$ cat config.mk
export PLATFORM = sky130hd
export DESIGN_NAME = alu_packet_ctrl
export DESIGN_NICKNAME = d
export VERILOG_FILES = /design/src/rtl/alu_ctrl_pkg.sv /design/src/rtl/alu_result_ser.sv /design/src/rtl/alu_packet_ctrl.sv
export SDC_FILE = /design/constraint.sdc
export NUM_CORES = 1
export LEC_CHECK = 0
export CAP_MARGIN = 10
export CORE_UTILIZATION = 51
export DETAILED_ROUTE_END_ITERATION = 10
export GPL_TIMING_DRIVEN = 0
export PLACE_DENSITY = 0.73
export SYNTH_ARGS = -nofsm -noshare
export SYNTH_HDL_FRONTEND = slang
export SYNTH_SLANG_ARGS = --single-unit
$ cat constraint.sdc
create_clock -name clk_i -period 3.5 [get_ports clk_i]
set_input_delay 0.875 -clock clk_i [delete_from_list [all_inputs] [get_ports clk_i]]
set_output_delay 0.875 -clock clk_i [all_outputs]
set_load 0.02 [all_outputs]
$ cat src/rtl/alu_ctrl_pkg.sv
// Shared opcodes, FSM states and constants for the ALU packet controller.
package alu_ctrl_pkg;

   typedef enum logic [7:0] {
      OP_ECHO = 8'hEC,
      OP_ADD  = 8'hA0,
      OP_MUL  = 8'hA1,
      OP_DIV  = 8'hA2
   } opcode_e;

   typedef enum logic [3:0] {
      HDR_OP,
      HDR_RSV,
      HDR_LLO,
      HDR_LHI,
      ECHO,
      OPND,
      EXEC,
      WAIT,
      SEND,
      DRAIN
   } state_e;

   localparam logic [7:0]  ERR_BYTE    = 8'hEE;
   localparam logic [31:0] DIV0_RESULT = 32'hFFFF_FFFF;

   function automatic logic is_alu_op(input logic [7:0] op);
      return (op == OP_ADD) || (op == OP_MUL) || (op == OP_DIV);
   endfunction

endpackage

$ cat src/rtl/alu_result_ser.sv
// Serializes a 32-bit word LSB-first onto a valid/ready byte stream;
// load_last selects how many bytes (0 = one byte, 3 = four bytes).
module alu_result_ser (
   input  logic        clk,
   input  logic        srst,
   input  logic        load,
   input  logic [31:0] load_data,
   input  logic [1:0]  load_last,
   input  logic        tx_ready,
   output logic [7:0]  tx_data,
   output logic        tx_valid,
   output logic        done
);

   logic [31:0] shift_reg;
   logic [1:0]  cnt_reg;
   logic        valid_reg;
   logic        xfer;

   assign xfer = valid_reg & tx_ready;

   always_ff @(posedge clk) begin
      if (srst) begin
         shift_reg <= '0;
         cnt_reg   <= '0;
         valid_reg <= 1'b0;
      end else if (load) begin
         shift_reg <= load_data;
         cnt_reg   <= load_last;
         valid_reg <= 1'b1;
      end else if (xfer) begin
         if (cnt_reg == 2'd0) begin
            valid_reg <= 1'b0;
            shift_reg <= '0;
         end else begin
            shift_reg <= {8'h00, shift_reg[31:8]};
            cnt_reg   <= cnt_reg - 2'd1;
         end
      end
   end

   assign tx_data  = shift_reg[7:0];
   assign tx_valid = valid_reg;
   assign done     = xfer & (cnt_reg == 2'd0);

endmodule

$ cat src/rtl/alu_packet_ctrl.sv
// Packet sequencer between UART RX/TX and the mul/div units (add is internal).
// Define ALU_CTRL_ERR_RESP_EN to answer dropped error packets with one 0xEE byte.
module alu_packet_ctrl
   import alu_ctrl_pkg::*;
#(
   parameter logic [15:0] MAX_LEN = 16'hFFFF
) (
   input  logic        clk_i,
   input  logic        rst_i,
   input  logic [7:0]  rx_data_i,
   input  logic        rx_valid_i,
   output logic        rx_ready_o,
   output logic [7:0]  tx_data_o,
   output logic        tx_valid_o,
   input  logic        tx_ready_i,
   output logic        alu_op_o,
   output logic [31:0] alu_a_o,
   output logic [31:0] alu_b_o,
   output logic        alu_req_v_o,
   input  logic        alu_req_r_i,
   input  logic [31:0] alu_rsp_i,
   input  logic        alu_rsp_v_i,
   output logic        alu_rsp_r_o
);

`ifdef ALU_CTRL_ERR_RESP_EN
   localparam bit ERR_RESP = 1'b1;
`else
   localparam bit ERR_RESP = 1'b0;
`endif

   state_e      state_reg;
   logic [7:0]  op_reg;
   logic [7:0]  len_lo_reg;
   logic [15:0] rem_reg;
   logic        first_reg;
   logic [31:0] opnd_reg;
   logic [31:0] acc_reg;
   logic        alu_op_reg;
   logic [31:0] alu_a_reg;
   logic [31:0] alu_b_reg;
   logic        alu_req_v_reg;
   logic        alu_rsp_r_reg;
   logic        ser_load_reg;
   logic        ser_err_reg;
   logic        armed_reg;

   logic        rx_fire;
   logic [15:0] len_full;
   logic        len_ok_alu;
   logic [31:0] opnd_full;
   logic [31:0] sum;
   logic [7:0]  ser_data;
   logic        ser_valid;
   logic        ser_done;

   assign rx_fire    = rx_valid_i & rx_ready_o;
   assign len_full   = {rx_data_i, len_lo_reg};
   assign len_ok_alu = (len_full != 16'd0) && (len_full[1:0] == 2'b00) && (len_full <= MAX_LEN);
   // Operand bytes shift in from the top, so after four bytes the first is at [7:0].
   assign opnd_full  = {rx_data_i, opnd_reg[31:8]};
   assign sum        = acc_reg + opnd_reg;

   always_ff @(posedge clk_i) begin
      if (rst_i) begin
         state_reg     <= HDR_OP;
         op_reg        <= '0;
         len_lo_reg    <= '0;
         rem_reg       <= '0;
         first_reg     <= 1'b0;
         opnd_reg      <= '0;
         acc_reg       <= '0;
         alu_op_reg    <= 1'b0;
         alu_a_reg     <= '0;
         alu_b_reg     <= '0;
         alu_req_v_reg <= 1'b0;
         alu_rsp_r_reg <= 1'b0;
         ser_load_reg  <= 1'b0;
         ser_err_reg   <= 1'b0;
         armed_reg     <= 1'b0;
      end else begin
         armed_reg    <= 1'b1;
         ser_load_reg <= 1'b0;
         case (state_reg)
            HDR_OP: if (rx_fire) begin
               op_reg    <= rx_data_i;
               state_reg <= HDR_RSV;
            end
            HDR_RSV: if (rx_fire) state_reg <= HDR_LLO;
            HDR_LLO: if (rx_fire) begin
               len_lo_reg <= rx_data_i;
               state_reg  <= HDR_LHI;
            end
            HDR_LHI: if (rx_fire) begin
               rem_reg   <= len_full;
               first_reg <= 1'b1;
               if (op_reg == OP_ECHO && len_full <= MAX_LEN) begin
                  state_reg <= (len_full == 16'd0) ? HDR_OP : ECHO;
               end else if (is_alu_op(op_reg) && len_ok_alu) begin
                  state_reg <= OPND;
               end else if (len_full != 16'd0) begin
                  state_reg <= DRAIN;
               end else if (ERR_RESP) begin
                  ser_err_reg  <= 1'b1;
                  ser_load_reg <= 1'b1;
                  state_reg    <= SEND;
               end else begin
                  state_reg <= HDR_OP;
               end
            end
            ECHO: if (rx_fire) begin
               rem_reg <= rem_reg - 16'd1;
               if (rem_reg == 16'd1) state_reg <= HDR_OP;
            end
            OPND: if (rx_fire) begin
               rem_reg  <= rem_reg - 16'd1;
               opnd_reg <= opnd_full;
               // rem == 1 mod 4 marks the final byte of an operand.
               if (rem_reg[1:0] == 2'b01) begin
                  if (first_reg) begin
                     first_reg <= 1'b0;
                     acc_reg   <= opnd_full;
                     if (rem_reg == 16'd1) begin
                        ser_err_reg  <= 1'b0;
                        ser_load_reg <= 1'b1;
                        state_reg    <= SEND;
                     end
                  end else begin
                     state_reg <= EXEC;
                  end
               end
            end
            EXEC: begin
               if (!alu_req_v_reg) begin
                  if (op_reg == OP_ADD || (op_reg == OP_DIV && opnd_reg == 32'd0)) begin
                     acc_reg <= (op_reg == OP_ADD) ? sum : DIV0_RESULT;
                     if (rem_reg == 16'd0) begin
                        ser_err_reg  <= 1'b0;
                        ser_load_reg <= 1'b1;
                        state_reg    <= SEND;
                     end else begin
                        state_reg <= OPND;
                     end
                  end else begin
                     alu_req_v_reg <= 1'b1;
                     alu_op_reg    <= (op_reg == OP_DIV);
                     alu_a_reg     <= acc_reg;
                     alu_b_reg     <= opnd_reg;
                  end
               end else if (alu_req_r_i) begin
                  alu_req_v_reg <= 1'b0;
                  alu_rsp_r_reg <= 1'b1;
                  state_reg     <= WAIT;
               end
            end
            WAIT: if (alu_rsp_v_i) begin
               alu_rsp_r_reg <= 1'b0;
               acc_reg       <= alu_rsp_i;
               if (rem_reg == 16'd0) begin
                  ser_err_reg  <= 1'b0;
                  ser_load_reg <= 1'b1;
                  state_reg    <= SEND;
               end else begin
                  state_reg <= OPND;
               end
            end
            SEND: if (ser_done) state_reg <= HDR_OP;
            DRAIN: if (rx_fire) begin
               rem_reg <= rem_reg - 16'd1;
               if (rem_reg == 16'd1) begin
                  if (ERR_RESP) begin
                     ser_err_reg  <= 1'b1;
                     ser_load_reg <= 1'b1;
                     state_reg    <= SEND;
                  end else begin
                     state_reg <= HDR_OP;
                  end
               end
            end
            default: state_reg <= HDR_OP;
         endcase
      end
   end

   alu_result_ser u_ser (
      .clk       (clk_i),
      .srst      (rst_i),
      .load      (ser_load_reg),
      .load_data (ser_err_reg ? {24'h0, ERR_BYTE} : acc_reg),
      .load_last (ser_err_reg ? 2'd0 : 2'd3),
      .tx_ready  (tx_ready_i & (state_reg != ECHO)),
      .tx_data   (ser_data),
      .tx_valid  (ser_valid),
      .done      (ser_done)
   );

   // armed_reg keeps rx_ready low for as long as reset is held.
   always_comb begin
      rx_ready_o = 1'b0;
      tx_valid_o = ser_valid;
      tx_data_o  = ser_data;
      if (armed_reg) begin
         case (state_reg)
            HDR_OP, HDR_RSV, HDR_LLO, HDR_LHI, OPND, DRAIN: rx_ready_o = 1'b1;
            ECHO: begin
               rx_ready_o = tx_ready_i;
               tx_valid_o = rx_valid_i;
               tx_data_o  = rx_data_i;
            end
            default: rx_ready_o = 1'b0;
         endcase
      end
   end

   assign alu_op_o    = alu_op_reg;
   assign alu_a_o     = alu_a_reg;
   assign alu_b_o     = alu_b_reg;
   assign alu_req_v_o = alu_req_v_reg;
   assign alu_rsp_r_o = alu_rsp_r_reg;

endmodule
; ---- After elaboration in Yosys (flattened, before gate mapping)
; Cells that the tools add are included.
[op_classes]
add_sub_neg = 3
order_cmp = 1
eq_ne = 37
muxes = 79
bitwise = 6
reduce_logical = 36
[op_table]
columns = op, n
row1 = two-way mux 32 bit, 10
row2 = case mux 32 bit (3 select lines), 1
row3 = two-way mux 4 bit, 19
row4 = case mux 4 bit (9 select lines), 1
row5 = adder 32 bit, 1
row6 = "equality test 8 bit, second input constant", 4
row7 = zero test 16 bit, 2
row8 = zero test 32 bit, 1
row9 = two-way mux 1 bit, 32
row10 = two-way mux 16 bit, 2
row11 = case mux 16 bit (2 select lines), 1
row12 = "inequality test 2 bit, second input constant", 15
row13 = two-way mux 24 bit, 1
row14 = "equality test 16 x 1 -> 1 bit, second input constant", 1
row15 = "equality test 4 x 3 -> 1 bit, second input constant", 4
row16 = "less-or-equal comparator 16 bit, second input constant", 1
row17 = two-way mux 8 bit, 2
row18 = nonzero test 16 bit, 1
row19 = "subtractor 16 x 1 -> 16 bit, second input constant", 1
row20 = AND reduction 13 bit, 1
row21 = AND reduction 2 bit, 5
row22 = nonzero test 2 bit, 5
row23 = "inequality test 3 bit, second input constant", 3
row24 = "equality test 4 x 2 -> 1 bit, second input constant", 2
row25 = other kinds (24), 46
[word_totals]
ff_bits = 206
inputBits = 46
word_cells = 180

; ---- Longest topological paths before layout
[depth]
word_depth = 8
mapped_depth = 11
mapped_depth_nobuf = 10

; ---- Modules after synthesis
; A second synthesis with hierarchy kept.
[unflattened]
cells_unflattened = 1339
area_unflattened_um2 = 10587.7
[by_module_without_submodules]
columns = module, n_inst, cells_per_inst, area_each_um2, seq_area_each_um2
row1 = alu_packet_ctrl, 1, 1200, 9177.6, 3403.3
row2 = alu_result_ser, 1, 139, 1410.1, 700.7

; ---- Least setup slack after synthesis
; OpenSTA, ideal clock, no wires.
[synth_path]
path_type = flip-flop to flip-flop
startpoint = register opnd_reg[4]
endpoint = register acc_reg[25]
setup_ns = 0.095
t_arrival_ns = 2.496
required_time_ns = 3.405
setup_slack_ns = 0.909
path_stages_with_launch = 10
synth_period_minus_slack_ns = 2.591
cell_sequence = dfxtp_1 -> ha_1 -> o21a_1 -> and4_1 -> a2111oi_0 -> o31ai_1 -> a21boi_1 -> o21bai_1 -> xnor2_1 -> a221oi_1
[synth_between]
elab_chain_cells = 5
elab_cells_between_ends = 10
[synth_lines]
columns = element, line
row1 = "start, declared", alu_packet_ctrl.sv:37  ; logic [31:0] opnd_reg;
row2 = "start signal, assigned", alu_packet_ctrl.sv:117  ; opnd_reg <= opnd_full;
row3 = adder 32 bit / zero test 32 bit (equally long branches), "alu_packet_ctrl.sv:62, alu_packet_ctrl.sv:135"
row4 = two-way mux 32 bit / logical AND 1 bit (equally long branches), "alu_packet_ctrl.sv:136, alu_packet_ctrl.sv:135"
row5 = two-way mux 32 bit / logical OR 1 bit (equally long branches), alu_packet_ctrl.sv:135  ; if (op_reg == OP_ADD || (op_reg == OP_DIV && opnd_reg == 32'd0)) begin
row6 = two-way mux 32 bit / inequality test 2 bit (equally long branches), -
row7 = case mux 32 bit (3 select lines) / AND reduction 7 bit (equally long branches), -
row8 = "end signal, assigned", alu_packet_ctrl.sv:122  ; acc_reg <= opnd_full;
row9 = "end signal, assigned", alu_packet_ctrl.sv:136  ; acc_reg <= (op_reg == OP_ADD) ? sum : DIV0_RESULT;
row10 = "end signal, assigned", alu_packet_ctrl.sv:158  ; acc_reg <= alu_rsp_i;
row11 = "end, declared", alu_packet_ctrl.sv:38  ; logic [31:0] acc_reg;
; Parallel ways exist; a longest one is shown, timed or not. The select of a mux whose other input is x is not followed.
; A chain may end at the register's enable or synchronous reset.

; ---- Worst setup path after layout
[layout_path]
startpoint = input rx_data_i[4]
endpoint = output tx_data_o[4]
[layout_between]
elab_chain_cells = 2
[layout_lines]
columns = element, line
row1 = "start, declared", alu_packet_ctrl.sv:10  ; input logic [7:0] rx_data_i,
row2 = two-way mux 8 bit, alu_packet_ctrl.sv:203  ; case (state_reg)
row3 = two-way mux 8 bit, alu_packet_ctrl.sv:202  ; if (armed_reg) begin
row4 = "end, declared", alu_packet_ctrl.sv:13  ; output logic [7:0] tx_data_o,
; No other way between the ends.

==> results.md <==
- Overflow after GRT: 0
- Global-route usage over all layers: 35.9%
- Post-route DRC: 0
- Critical path type: in -> out
- Number of global-route vias before repair: 10324
- Post-Route WL: 39.5 mm
- Gr busiest metal: met2
- Vias/cell: 6.20
- Required @ worst endpoint: 2.62 ns
- GR Layer Usage met1: 48.7%
- Final Cell Area: 13000 um2
- Mapped Cells: 1409
- Status: complete, no violations
- FMAX: 292 MHz
- Max transition margin: 35.1%
- Post-synth EDFFs: 0
- Final hold vios: 0
- CTS Buffer Depth: 3
- Post-synth top flop: dfxtp_1
- VDD IR max: 0.319 mV
- Synth warn: 0
- DR vias: 11386
- Total Power: 5.06 mW
- Cell accounting for the most synthesized area: dfxtp_1
- Met2 Resource Use GR: 55.4%
- Post-route ant nets: 0
- WL/cell: 21.5 um
- Pwr/cell area: 389 nW/um2
- Post-detail-place hpwl: 29.1 mm
- Routability Congestion: 0.994
- Slew Viols, Final: 0
- Core area: 20400 um2
- DRC marker count from the first detailed-route iteration: 1133
- Initial antenna violation count: 0
- # H-tree levels: 1
- Synth top area share: 38.5%
- CTS Buf Count: 23
- Placed Area: 12200 um2
- Post-Layout Cell Count: 1837
- Layout Nets: 1631
- Clk pin slew, worst setup/hold paths: 0.06 ns
- N_diodes: 0
- Largest net degree at the start of global routing: 14
- DRT Pass-1 Iters: 6
- Synth Register Bits: 205
- Setup-failing EPs final: 0
- Layout cell share with drive strength beyond 1: 4.47%
- Register area share after synthesis: 38.5%
- Netlist cell types: 66
- Die Wd: 147 um
- Mapped Area: 10700 um2
- Post-CTS Setup Inserts: 0
- Starting density of the core: 52.4%
- Root Driver: clkbuf_16
- Unrepaired setup endpoints after global routing: no
- Total of max-cap violations: 0
- Number of I/O port buffers: 118
- Type of origin of the critical path: input pin
- Clock Latency Late Sink: 0.52 ns
- Layout area overhead: 21.8%
- Final critical-path share of the clock period: 97.9%
- DP Cell Count: 1797
- Post-synth ARST share: 0%
- Mean post-synth cell area: 7.57 um2
- Worst Tran Pin Value: 0.971 ns
- Tmin final: 3.43 ns
- Lkg Pwr: 4.68 nW
- Row count: 52
- CTS tree: built
- I/O pin count: 123
- Worst endpoint data arrival time: 2.55 ns
- Setup TNS: 0 ns
- Hold WC Path Type: reg -> reg
- Syn nets: 1490
- Max FO, Critical Path: 7
- Largest cells by area after synthesis: dfxtp_1 38%, a21oi_1 11%, nand2_1 9.1%
- Clock sinks: 205
- Final hold slack: 0.452 ns
- Synth cell count leaders: 258 x nand2_1, 232 x a21oi_1, 205 x dfxtp_1
- CP Capture Type: output port
- Die height: 147 um
- Met3 usage: 7.94%
- Die area: 21500 um2
- Most common cell in the synthesized netlist: nand2_1
- Clock Skews: 0.0132 ns
- First-pass GRT wire length: 59.4 mm
-- final cells by class --
| cell class | count | area (um2) |
|---|---|---|
| clock inverter | 13 | 154 |
| sequential | 205 | 4110 |
| inverter | 17 | 63.8 |
| multi-input combinational | 1085 | 6150 |
| tap | 270 | 338 |
| buffer | 100 | 389 |
| fill | 1862 | 7360 |
| clock buffer | 29 | 618 |
| timing repair buffer | 118 | 1180 |
-- final timing paths --
check	from	to	slack [ns]	cells past startpoint
setup / recovery	rx_data_i[4]	tx_data_o[4]	0.07	3
hold reg to reg	alu_a_o[16]$_SDFFE_PP0P_	alu_a_o[16]$_SDFFE_PP0P_	0.45	2
setup reg to reg	opnd_reg[31]$_SDFFE_PP0P_	alu_b_o[27]$_SDFFE_PP0P_	0.21	10
hold / removal	alu_a_o[16]$_SDFFE_PP0P_	alu_a_o[16]$_SDFFE_PP0P_	0.45	2
-- layer usage --
metal	share of wire [%]	vias up
met3	10	99
li1	-	5290
met5	0	-
met2	44	641
met1	42	5356
met4	3.8	0
-- placed cells by master (no fill, tap or decap), types with 23 or more instances in the layout --
cell type        count
clkbuf_1            90
a21oi_1            232
o21ai_1             45
o21ai_0             28
dfxtp_1            204
nand2_1            258
clkbuf_16           23
nor3b_1             25
ha_1                34
clkdlybuf4s50_1    117
nor2_1             145
a221oi_1            26
-- repair_timing --
item / in CTS / in global routing
setup endpoints to repair: 59 / 62
pin swaps: 0 / 0
hold buffers: 0 / 0
resized for setup: 8 / 8
-- metrics by stage --
step | util, % | setup WS (ns)
3_3_place_gp | 59.9 | -0.0986
5_1_grt | 63.8 | 0.0213
6_report | 63.8 | 0.0735
3_5_place_dp | 59.9 | -0.130
4_1_cts | 63.7 | 0.00770
2_1_floorplan | - | 0.909
-- critical path, stage by stage --
cell	delay [ns]
clkdlybuf4s50_1	0.80
mux2_2	0.27
clkdlybuf4s50_1	0.60
-- where the power goes --
group	internal [mW]	switching [mW]
logic	0.0757	0.133
clock network	1.48	1.02
registers	2.34	0.00851
-- logic make-up (layout without fill, tap and decap cells) --
| family | after synthesis | in the layout | synth area share (%) |
|---|---|---|---|
| AO/OA/AOI/OAI | 447 | 447 | 25.3 |
| XOR/XNOR | 27 | 27 | 2.22 |
| adder cells (fa/ha/maj) | 35 | 35 | 4.17 |
| buffers and inverters | 119 | 277 | 4.24 |
| flip-flops | 205 | 205 | 38.5 |
| multiplexers | 30 | 30 | 2.92 |
| AND/OR/NAND/NOR | 546 | 546 | 22.7 |
No activity file was read; power rests on OpenSTA's default activity.
